File: src/rtl/icg_pkg.sv
// ============================================================================
// Module  : icg_pkg
// Brief   : Shared state encoding for the clock-gating bank controller.
// Rev     : 1.0  initial release
// ============================================================================
`default_nettype none

package icg_pkg;

    localparam int C_STATE_W = 2;

    typedef enum logic [C_STATE_W-1:0] {
        ST_RUN   = 2'd0,
        ST_IDLE  = 2'd1,
        ST_GATED = 2'd2,
        ST_WAKE  = 2'd3
    } icg_state_t;

endpackage

`default_nettype wire

File: src/rtl/icg_cell.sv
// ============================================================================
// Module  : icg_cell
// Brief   : Latch-based integrated clock gate (low-transparent latch + AND).
// Rev     : 1.0  initial release
// ============================================================================
`default_nettype none

module icg_cell (
    input  logic CK,
    input  logic E,
    input  logic SE,
    output logic GCK
);

    logic r_latch_q;

    // Latch only follows the enable while CK is low, so GCK cannot glitch.
    always_latch begin
        if (!CK) begin
            r_latch_q <= E | SE;
        end
    end

    assign GCK = CK & r_latch_q;

endmodule

`default_nettype wire

File: src/rtl/icg_bank_ctrl.sv
// ============================================================================
// Module  : icg_bank_ctrl
// Brief   : Multi-channel idle-timeout clock-gating controller with scan
//           override. Optional per-channel gated-cycle statistics are built
//           when CLKGATE_STATS_EN is defined.
// Rev     : 1.0  initial release
// ============================================================================
`default_nettype none

module icg_bank_ctrl
    import icg_pkg::*;
#(
    parameter int NCH      = 4,
    parameter int CNT_W    = 8,
    parameter int WAKE_CYC = 2
`ifdef CLKGATE_STATS_EN
    ,
    parameter int STAT_W   = 16
`endif
) (
    input  logic             CK,
    input  logic             RN,
    input  logic             SE,
    input  logic [NCH-1:0]   act,
    input  logic [NCH-1:0]   en_force,
    input  logic [CNT_W-1:0] idle_thresh,
    output logic [NCH-1:0]   gck,
    output logic [NCH-1:0]   rdy,
    output logic [NCH-1:0]   gated
`ifdef CLKGATE_STATS_EN
    ,
    input  logic                  stat_clr,
    output logic [NCH*STAT_W-1:0] stat_cnt
`endif
);

    localparam logic [CNT_W-1:0] C_CNT_MAX   = '1;
    localparam logic [CNT_W-1:0] C_WAKE_LAST = CNT_W'(WAKE_CYC - 1);

    icg_state_t       r_state [NCH];
    logic [CNT_W-1:0] r_cnt   [NCH];
    logic [NCH-1:0]   r_en_q;
    logic [NCH-1:0]   r_rdy;
    logic [NCH-1:0]   r_gated;
    logic [NCH-1:0]   w_act;

    assign w_act = act | en_force;
    assign rdy   = r_rdy;
    assign gated = r_gated;

    always_ff @(posedge CK) begin
        for (int i = 0; i < NCH; i++) begin
            if (!RN) begin
                r_state[i] <= ST_RUN;
                r_cnt[i]   <= '0;
                r_en_q[i]  <= 1'b1;
                r_rdy[i]   <= 1'b1;
                r_gated[i] <= 1'b0;
            end else begin
                case (r_state[i])
                    ST_RUN: begin
                        if (w_act[i]) begin
                            r_cnt[i] <= '0;
                        end else begin
                            r_state[i] <= ST_IDLE;
                            r_cnt[i]   <= CNT_W'(1);
                        end
                    end
                    ST_IDLE: begin
                        if (w_act[i]) begin
                            r_state[i] <= ST_RUN;
                            r_cnt[i]   <= '0;
                        end else if ((idle_thresh != '0) && (r_cnt[i] >= idle_thresh)) begin
                            r_state[i] <= ST_GATED;
                            r_cnt[i]   <= '0;
                            r_en_q[i]  <= 1'b0;
                            r_rdy[i]   <= 1'b0;
                            r_gated[i] <= 1'b1;
                        end else if (r_cnt[i] != C_CNT_MAX) begin
                            r_cnt[i] <= r_cnt[i] + 1'b1;
                        end
                    end
                    ST_GATED: begin
                        if (w_act[i]) begin
                            r_state[i] <= ST_WAKE;
                            r_cnt[i]   <= '0;
                            r_en_q[i]  <= 1'b1;
                            r_gated[i] <= 1'b0;
                        end
                    end
                    ST_WAKE: begin
                        // Settle time runs to completion even if activity drops.
                        if (r_cnt[i] == C_WAKE_LAST) begin
                            r_state[i] <= ST_RUN;
                            r_cnt[i]   <= '0;
                            r_rdy[i]   <= 1'b1;
                        end else begin
                            r_cnt[i] <= r_cnt[i] + 1'b1;
                        end
                    end
                endcase
            end
        end
    end

    for (genvar g = 0; g < NCH; g++) begin : g_cell
        icg_cell u_icg_cell (
            .CK  (CK),
            .E   (r_en_q[g]),
            .SE  (SE),
            .GCK (gck[g])
        );
    end

`ifdef CLKGATE_STATS_EN
    localparam logic [STAT_W-1:0] C_STAT_MAX = '1;

    logic [STAT_W-1:0] r_stat [NCH];

    always_ff @(posedge CK) begin
        for (int i = 0; i < NCH; i++) begin
            if (!RN || stat_clr) begin
                r_stat[i] <= '0;
            end else if (r_gated[i] && (r_stat[i] != C_STAT_MAX)) begin
                r_stat[i] <= r_stat[i] + 1'b1;
            end
        end
    end

    for (genvar g = 0; g < NCH; g++) begin : g_stat
        assign stat_cnt[g*STAT_W +: STAT_W] = r_stat[g];
    end
`endif

endmodule

`default_nettype wire
File: config.mk
export PLATFORM = sky130hd
export DESIGN_NAME = icg_bank_ctrl
export DESIGN_NICKNAME = d
export VERILOG_FILES = /design/src/rtl/icg_pkg.sv /design/src/rtl/icg_cell.sv /design/src/rtl/icg_bank_ctrl.sv
export SDC_FILE = /design/constraint.sdc
export NUM_CORES = 1
export LEC_CHECK = 0
export BUFFER_PORTS_ARGS = -buffer_cell sky130_fd_sc_hd__buf_2
export CAP_MARGIN = 10
export CORE_UTILIZATION = 25
export DETAILED_ROUTE_END_ITERATION = 7
export PLACE_DENSITY = 0.36
export SYNTH_ARGS = -nofsm -noshare
export SYNTH_HDL_FRONTEND = slang
export SYNTH_SLANG_ARGS = --single-unit
File: constraint.sdc
create_clock -name CK -period 6.9 [get_ports CK]
set_clock_uncertainty 0.15 [all_clocks]
set_input_delay 0 -clock CK [delete_from_list [all_inputs] [get_ports CK]]
set_output_delay 0 -clock CK [all_outputs]
set_load 0.005 [all_outputs]
==> results of run 1 <==
## kinds of logic (layout without fill, tap and decap cells)
| kind of cell | count (synthesis) | count (layout) | synth area share |
|---|---|---|---|
| latches | 4 | 4 | 0.0159 |
| buf+inv | 34 | 75 | 0.0435 |
| xor+xnor | 30 | 30 | 0.0698 |
| compound gates | 68 | 68 | 0.130 |
| flops | 52 | 52 | 0.383 |
| mux | 1 | 1 | 0.00266 |
| fa+ha+maj | 40 | 40 | 0.133 |
| simple gates | 167 | 167 | 0.223 |
## metal layers
layer	GRT usage	routed length (µm)	vias to the layer above
met5	0	0	-
met4	0.0581	185	0
met3	0.0335	280	12
met2	0.196	4190	40
met1	0.173	4780	1413
li1	-	-	1521
## Yosys cell counts (all sizes together), types with 9 or more instances
cell,number,share of area
nand3,26,0.035
ha,40,0.13
nor2b,9,0.015
nor2,45,0.045
inv,19,0.019
xnor2,14,0.033
nor3,10,0.013
nand2,31,0.031
edfxtp,40,0.32
o21ai,11,0.015
xor2,16,0.037
a21oi,12,0.017
dfxtp,12,0.064
## state kept, by name, indices dropped and copies added, names as in the netlist
signal                       flops
r_state                          8
r_en_q                           4
gated                            4
rdy                              4
g_cell.u_icg_cell.r_latch_q      4
r_cnt                           32
## through the flow
step	cells	hold slack, ps	total power [mW]	worst slack (ps)	area, µm²
floorplan	396	39.8	0.729	2730	3770
global placement	595	34.2	0.788	2740	4050
detailed placement	595	34.2	0.791	2730	4050
CTS	621	5.03	1.24	2200	4460
global route	621	38.4	1.31	2180	4460
finish	621	4.42	1.22	2220	4460
## final timing paths
check | end | slack (ps) | cells past startpoint
setup / recovery | gck[3] | 2220 | 2
hold reg to reg | rdy[0]$_SDFFE_PN1P_ | 300 | 1
setup reg to reg | g_cell[1].u_icg_cell.r_latch_q$_DLATCH_N_ | 2740 | 1
hold / removal | r_state[3][1]$_SDFFCE_PP0P_ | 4 | 3
## tightest hold or removal path: stages
cell	delay, ps
buf_2	90
o311ai_0	140
o311ai_0	190
## power by group through the flow
| stage | clock, mW | sequential, mW | combinational [mW] |
|---|---|---|---|
| 2_1_floorplan | 0.0537 | 0.453 | 0.222 |
| 3_3_place_gp | 0.0399 | 0.508 | 0.241 |
| 3_5_place_dp | 0.0399 | 0.508 | 0.243 |
| 4_1_cts | 0.492 | 0.499 | 0.254 |
| 5_1_grt | 0.510 | 0.509 | 0.290 |
| 6_report | 0.477 | 0.498 | 0.249 |
## final cells by class
cell class	count	area, µm²
clock buffers	15	263
repair buffers	39	260
clock inverters	2	33.8
fillers	1535	10100
inverters	19	71.3
well taps	184	230
multi-input cells	306	2100
flip-flops and latches	56	1500
==> impl_metrics.env, run 1 <==
export IMPL_vias=2986
export IMPL_p_int_mw=0.837
export IMPL_ir_worst_vdd_mv=0.128
export IMPL_leakage_nw=1.76
export IMPL_hp_class="in -> reg"
export IMPL_die_h_um=125
export IMPL_arrival_ps=4530
export IMPL_diodes=0
export IMPL_synth_ff_type="edfxtp_1"
export IMPL_path_cells="and2_1 > buf_2"
export IMPL_synth_edf_count=40
export IMPL_cts_resized=0
export IMPL_cp_slowest_stage_delay_ps=390
export IMPL_vias_per_cell=4.81
export IMPL_startpoint="g_cell[3].u_icg_cell.r_latch_q$_DLATCH_N_"
export IMPL_antenna_found_initial=0
export IMPL_final_antenna_net_count=0
export IMPL_die_w_um=125
export IMPL_timing_rr_start="r_en_q[1]$_SDFFE_PN1P_"
export IMPL_setup_viol=0
export IMPL_crit_slowest_cell="dlxtn_1"
export IMPL_place_gp_congestion=0.712
export IMPL_critPathLaunchType="latch"
export IMPL_tightest_slew_ps=860
export IMPL_utilization=0.306
export IMPL_layout_drive_gt1_share=0.124
export IMPL_rsz0062_at_grt="false"
export IMPL_dieArea_um2=15600
export IMPL_mappedNetlistArea_um2=3770
export IMPL_fin_nets=494
export IMPL_swShare=0.316
export IMPL_portBuffers=30
export IMPL_rows=44
export IMPL_area_growth_pct=18.4
export IMPL_layout_commonest_cell="nor2_1"
export IMPL_drtPass1Iterations=4
export IMPL_outcome="completed"
export IMPL_grt_max_degree=40
export IMPL_coreArea_um2=14600
export IMPL_cp_buffers_inverters=1
export IMPL_synth_async_reset_ratio=0
export IMPL_synth_seq_cells=56
export IMPL_clock_latency_ps=420
export IMPL_path_class="latch -> out"
export IMPL_drc=0
export IMPL_required_ps=6750
export IMPL_grt_pass1_vias=2921
export IMPL_cts_setup_buffers=0
export IMPL_final_cell_mix="nor2_1, ha_1, edfxtp_1"
export IMPL_yosys_warnings=0
export IMPL_cp_top_family="latches"
export IMPL_grt_pass1_wl_um=15600
export IMPL_synth_cell_type_count=59
export IMPL_initial_core_util=0.258
export IMPL_grt_usage=0.130
export IMPL_grt_overflow=0
export IMPL_worstSetupEndpointType="output pin"
export IMPL_max_slew_margin=0.424
export IMPL_p_per_area_nw_per_um2=275
export IMPL_pwr_share_clk=0.390
export IMPL_syn_inst=396
export IMPL_synth_fp_nets=455
export IMPL_slew_viol_final=0
export IMPL_hold_viol=0
export IMPL_crit_fanout=1
export IMPL_io_pin_count=31
export IMPL_syn_area_per_cell_um2=9.51
export IMPL_hp_start="en_force[3]"
export IMPL_routedWlPerCell_um=15.2
export IMPL_clk_pin_slew_ps=80
export IMPL_drt_iter0_markers=172
export IMPL_max_cap_viol_count=0
export IMPL_pwr_share_comb=0.203
export IMPL_drt_wl_total_um=9440
export IMPL_power_switching_mw=0.387
export IMPL_cts_tree="built"
export IMPL_dp_hpwl_um=6880
export IMPL_cts_hold_buf=13
export IMPL_seqPwrFrac=0.407
export IMPL_setup_tns_ps=0
(Power assumes the default switching activity.)
==> run 2, diff against run 1 <==
- ABC_AREA: unset -> 1
- PLACE_DENSITY: 0.36 -> 0.37
- clock period: 6.9 -> 3.8 ns (I/O delays scaled with it)
==> run 2 against run 1 <==
  * Clock-buffer cell count did not move
  * Wire length increased by 12%
  * Combinational power increased by 120%
  * Flip-flop and latch count is the same
  * Critical path depth grew 1
  * Register-to-register slack lost 1600 ps
  * Die area increased by 9.2%
  * Cell count up 31%
  * Non-clock buffer count fell by 2
  * Critical endpoint unchanged
  * Worst setup slack worse by 1500 ps
  * Hold slack gained 6.8 ps
==> impl_metrics.env, run 2 <==
export IMPL_drt_iter0_markers=180
export IMPL_clk_pin_slew_ps=70
export IMPL_cp_top_family="latches"
export IMPL_fin_nets=654
export IMPL_setup_viol=0
export IMPL_die_w_um=130
export IMPL_total_power_mw=2.28
export IMPL_grt_overflow=0
export IMPL_post_synth_top_count_cell="nand2_1"
export IMPL_placement_cell_area_um2=4500
export IMPL_synth_cell_type_count=37
export IMPL_leakage_nw=2.34
export IMPL_initial_core_util=0.258
export IMPL_die_h_um=130
export IMPL_path_depth=3
export IMPL_rows=46
export IMPL_cts_setup_buffers=0
export IMPL_synth_edf_count=40
export IMPL_critPathLaunchType="latch"
export IMPL_synth_area_leaders="edfxtp_1, ha_1, nand2_1"
export IMPL_place_gp_congestion=0.794
export IMPL_synth_fp_nets=609
export IMPL_p_per_area_nw_per_um2=468
export IMPL_portBuffers=30
export IMPL_slew_viol_final=0
export IMPL_ir_worst_vdd_mv=0.265
export IMPL_min_path_cells=6
export IMPL_hp_start="en_force[3]"
export IMPL_ys_top_cells_by_count="nand2_1, inv_1, nor2_1"
export IMPL_synth_seq_cells=56
export IMPL_synth_mux_area_frac=0
export IMPL_clock_latency_ps=420
export IMPL_hold_viol=0
export IMPL_io_pin_count=31
export IMPL_mappedNetlistArea_um2=4120
export IMPL_tightest_slew_ps=482
export IMPL_hp_class="in -> reg"
export IMPL_top_register="r_cnt"
export IMPL_vias=3586
export IMPL_synth_top_family_by_area="simple AND/OR/NAND/NOR gates"
export IMPL_grt_usage=0.141
export IMPL_synth_fa_ha_area_frac=0.121
export IMPL_post_place_ws_ps=1180
export IMPL_layout_commonest_cell="nand2_1"
export IMPL_rsz0062_at_grt="false"
export IMPL_timing_rr_start="r_en_q[1]$_SDFFE_PN1P_"
export IMPL_required_ps=3650
export IMPL_largest_reg_flops=32
export IMPL_final_cell_mix="nand2_1, inv_1, nor2_1"
export IMPL_synth_async_reset_ratio=0
export IMPL_synth_ff_type="edfxtp_1"
export IMPL_max_cap_viol_count=0
export IMPL_syn_area_per_cell_um2=7.49
export IMPL_antenna_found_initial=1
export IMPL_reg_top3="r_cnt (32), r_state (8)"
export IMPL_utilization=0.305
export IMPL_vias_per_cell=4.41
export IMPL_stdcell_area_um2=4870
export IMPL_synth_xor_area_frac=0.0255
export IMPL_dpl_cell_count=789
export IMPL_fin_cells=813
export IMPL_arrival_ps=2930
export IMPL_path_cells="nand2_1 > inv_1 > buf_2"
export IMPL_cp_slowest_stage_delay_ps=390
export IMPL_coreArea_um2=16000
export IMPL_synth_simple_area_share=0.317
export IMPL_synth_compound_area_frac=0.0717
export IMPL_whs_ps=11.2
export IMPL_setup_tns_ps=0
export IMPL_drt_wl_total_um=10600
export IMPL_area_growth_pct=18.3
export IMPL_grt_max_degree=21
export IMPL_path_class="latch -> out"
export IMPL_crit_slowest_cell="dlxtn_1"
export IMPL_routedWlPerCell_um=13.0
export IMPL_drc=0
export IMPL_outcome="completed"
export IMPL_syn_inst=550
export IMPL_cp_buffers_inverters=2
export IMPL_diodes=0
export IMPL_dieArea_um2=17000
export IMPL_drtPass1Iterations=5
export IMPL_max_slew_margin=0.679
export IMPL_rr_worst_depth=1
export IMPL_yosysTopAreaCellShare=0.292
export IMPL_crit_fanout=1
export IMPL_fin_ws_ps=717
export IMPL_final_antenna_net_count=0
export IMPL_dp_hpwl_um=8050
export IMPL_layout_drive_gt1_share=0.114
export IMPL_worstSetupEndpointType="output pin"
export IMPL_yosys_warnings=0
export IMPL_grt_pass1_wl_um=17800
export IMPL_synth_top_cell_by_area="edfxtp_1"
export IMPL_startpoint="g_cell[3].u_icg_cell.r_latch_q$_DLATCH_N_"
export IMPL_cts_tree="built"
export IMPL_grt_pass1_vias=3576
-- run 2: per-layer routing --
metal | vias to the layer above | GRT usage | part of all wire
met5 | - | 0 | 0.0010
met4 | 2 | 0.0541 | 0.016
met3 | 16 | 0.0411 | 0.038
met2 | 45 | 0.228 | 0.46
met1 | 1642 | 0.177 | 0.49
li1 | 1881 | - | -
-- run 2: report_power, final --
group	switching (mW)	leakage (nW)	internal, mW
Clock	0.329	0.185	0.538
Combinational	0.344	1.58	0.205
Sequential	0.110	0.578	0.756
-- run 2: kinds of logic after synthesis --
kind of cell	after synthesis
AOI/OAI and AO/OA	55
xor gates and xnor gates	12
adders and majority gates	40
buffers and inverters	105
DFF	52
latches	4
and+or+nand+nor	282
-- run 2: cell type report --
| class | instances | area, µm² |
|---|---|---|
| clock buffers | 15 | 253 |
| clock inverters | 6 | 50.0 |
| fillers | 1796 | 11100 |
| inverters | 94 | 353 |
| multi-input cells | 389 | 2210 |
| flip-flops and latches | 56 | 1500 |
| well taps | 216 | 270 |
| repair buffers | 37 | 240 |
-- run 2: worst min-delay path: stages --
cell and delay (ps):
buf_2 70, nor2_1 50, inv_1 140, nand3_1 140, nand2_1 80, a21oi_1 50
-- run 2: path summary, 6_finish.rpt --
check / endpoint / slack, ps
min reg2reg: r_en_q[0]$_SDFFE_PN1P_ / 290
min: gated[3]$_SDFFE_PN0P_ / 10
max reg2reg: g_cell[1].u_icg_cell.r_latch_q$_DLATCH_N_ / 1190
max: gck[3] / 720
-- run 2: repair_timing --
action	in CTS	in global routing
hold buffers	11	0
gates resized for setup	0	0
endpoints found under the hold margin	22	0
==> run 3, diff against run 2 <==
- clock period: 3.8 -> 2.8 ns (I/O delays scaled with it)
==> run 3 against run 2 <==
  * Critical path depth did not move
  * Worst setup slack got worse by 540 ps
  * Power rose by 33%
  * Register-to-register slack got worse by 760 ps
  * Flip-flop and latch count did not move
  * Combinational power rose by 39%
  * First-iteration DRC count fell by 7.8%
  * Cell area barely moved
  * Sequential power rose by 35%
  * Critical path type unchanged
  * Largest cell class unchanged
==> impl_metrics.env, run 3 (synthesis results as in run 2) <==
export IMPL_clock_latency_ps=430
export IMPL_required_ps=2650
export IMPL_crit_slowest_cell="dlxtn_1"
export IMPL_routedWlPerCell_um=13.1
export IMPL_placement_cell_area_um2=4520
export IMPL_cts_setup_buffers=0
export IMPL_grt_max_degree=20
export IMPL_die_h_um=130
export IMPL_dp_hpwl_um=8190
export IMPL_tightest_slew_ps=449
export IMPL_crit_fanout=1
export IMPL_cts_resized=0
export IMPL_slew_viol_final=0
export IMPL_rows=46
export IMPL_drt_iter0_markers=166
export IMPL_diodes=0
export IMPL_io_pin_count=31
export IMPL_antenna_found_initial=0
export IMPL_p_per_area_nw_per_um2=624
export IMPL_drt_wl_total_um=10600
export IMPL_rsz0062_at_grt="false"
export IMPL_arrival_ps=2470
export IMPL_clk_pin_slew_ps=80
export IMPL_coreArea_um2=16000
export IMPL_hold_viol=0
export IMPL_final_antenna_net_count=0
export IMPL_initial_core_util=0.258
export IMPL_ir_worst_vdd_mv=0.296
export IMPL_largest_reg_flops=32
export IMPL_top_register="r_cnt"
export IMPL_max_slew_margin=0.700
export IMPL_portBuffers=30
export IMPL_grt_overflow=0
export IMPL_leakage_nw=2.35
export IMPL_grt_usage=0.140
export IMPL_hp_class="in -> reg"
export IMPL_path_cells="nand2_1 > inv_1 > buf_2"
export IMPL_dieArea_um2=17000
export IMPL_critPathLaunchType="latch"
export IMPL_final_cell_mix="nand2_1, inv_1, nor2_1"
export IMPL_grt_pass1_vias=3599
export IMPL_stdcell_area_um2=4870
export IMPL_cp_slowest_stage_delay_ps=410
export IMPL_setup_viol=0
export IMPL_cts_tree="built"
export IMPL_max_cap_viol_count=0
export IMPL_reg_top3="r_cnt (32), r_state (8)"
export IMPL_place_gp_congestion=0.790
export IMPL_cts_hold_buf=10
export IMPL_drc=0
export IMPL_area_growth_pct=18.3
export IMPL_worstSetupEndpointType="output pin"
export IMPL_outcome="completed"
export IMPL_grt_pass1_wl_um=17800
export IMPL_vias_per_cell=4.40
export IMPL_layout_drive_gt1_share=0.120
export IMPL_vias=3585
export IMPL_path_class="latch -> out"
export IMPL_drtPass1Iterations=4
export IMPL_die_w_um=130
export IMPL_layout_commonest_cell="nand2_1"
export IMPL_setup_tns_ps=0
export IMPL_fin_nets=656
==> run 3: metal layers <==
metal  routed length, µm  vias up  share of wire  track usage
met5                   0        -              0            0
met4                 172        0          0.016       0.0521
met3                 392       15          0.037       0.0480
met2                4800       49           0.45        0.222
met1                5290     1642           0.50        0.177
li1                    -     1879              -            -
==> run 3: worst paths after layout <==
path / slack [ps] / from / depth (start not counted) / end
worst max-delay path: 180 / g_cell[1].u_icg_cell.r_latch_q$_DLATCH_N_ / 3 / gck[1]
worst min register to register: 300 / r_en_q[0]$_SDFFE_PN1P_ / 2 / r_en_q[0]$_SDFFE_PN1P_
worst max register to register: 430 / r_cnt[2][2]$_SDFFCE_PN0P_ / 11 / r_cnt[2][5]$_SDFFCE_PN0P_
worst min-delay path: 30 / en_force[3] / 6 / gated[3]$_SDFFE_PN0P_
==> run 3: report_power, final <==
part | internal [mW] | leakage, nW | switching (mW)
combinational | 0.283 | 1.59 | 0.480
clock | 0.662 | 0.181 | 0.447
sequential | 1.03 | 0.578 | 0.143
total | 1.97 | 2.35 | 1.07
==> run 3: area by class of cell <==
| class | instances | area, µm² |
|---|---|---|
| Sequential cell | 56 | 1500 |
| Clock inverter | 6 | 25.0 |
| Tap cell | 216 | 270 |
| Clock buffer | 15 | 263 |
| Timing Repair Buffer | 39 | 253 |
| Fill cell | 1745 | 11100 |
| Inverter | 94 | 353 |
| Multi-Input combinational cell | 389 | 2210 |
==> run 3: critical path: cells and delay by family (launching register included) <==
family / cells / cell delay (ps)
buf+inv: 2 / 150
latches: 1 / 410
simple gates: 1 / 60
==> run 3: stage by stage <==
| stage | worst slack, ps | util | hold WS, ps | power (mW) | std cells |
|---|---|---|---|---|---|
| 2_1_floorplan | 697 | - | 7.73 | 1.85 | 550 |
| 4_1_cts | 128 | 0.305 | 28.0 | 3.09 | 815 |
| 5_1_grt | 96.5 | 0.305 | 81.0 | 3.29 | 815 |
| 6_report | 180 | 0.305 | 29.5 | 3.04 | 815 |
| 3_5_place_dp | 398 | 0.282 | 3.56 | 2.05 | 792 |
| 3_3_place_gp | 401 | 0.282 | 3.56 | 2.05 | 792 |
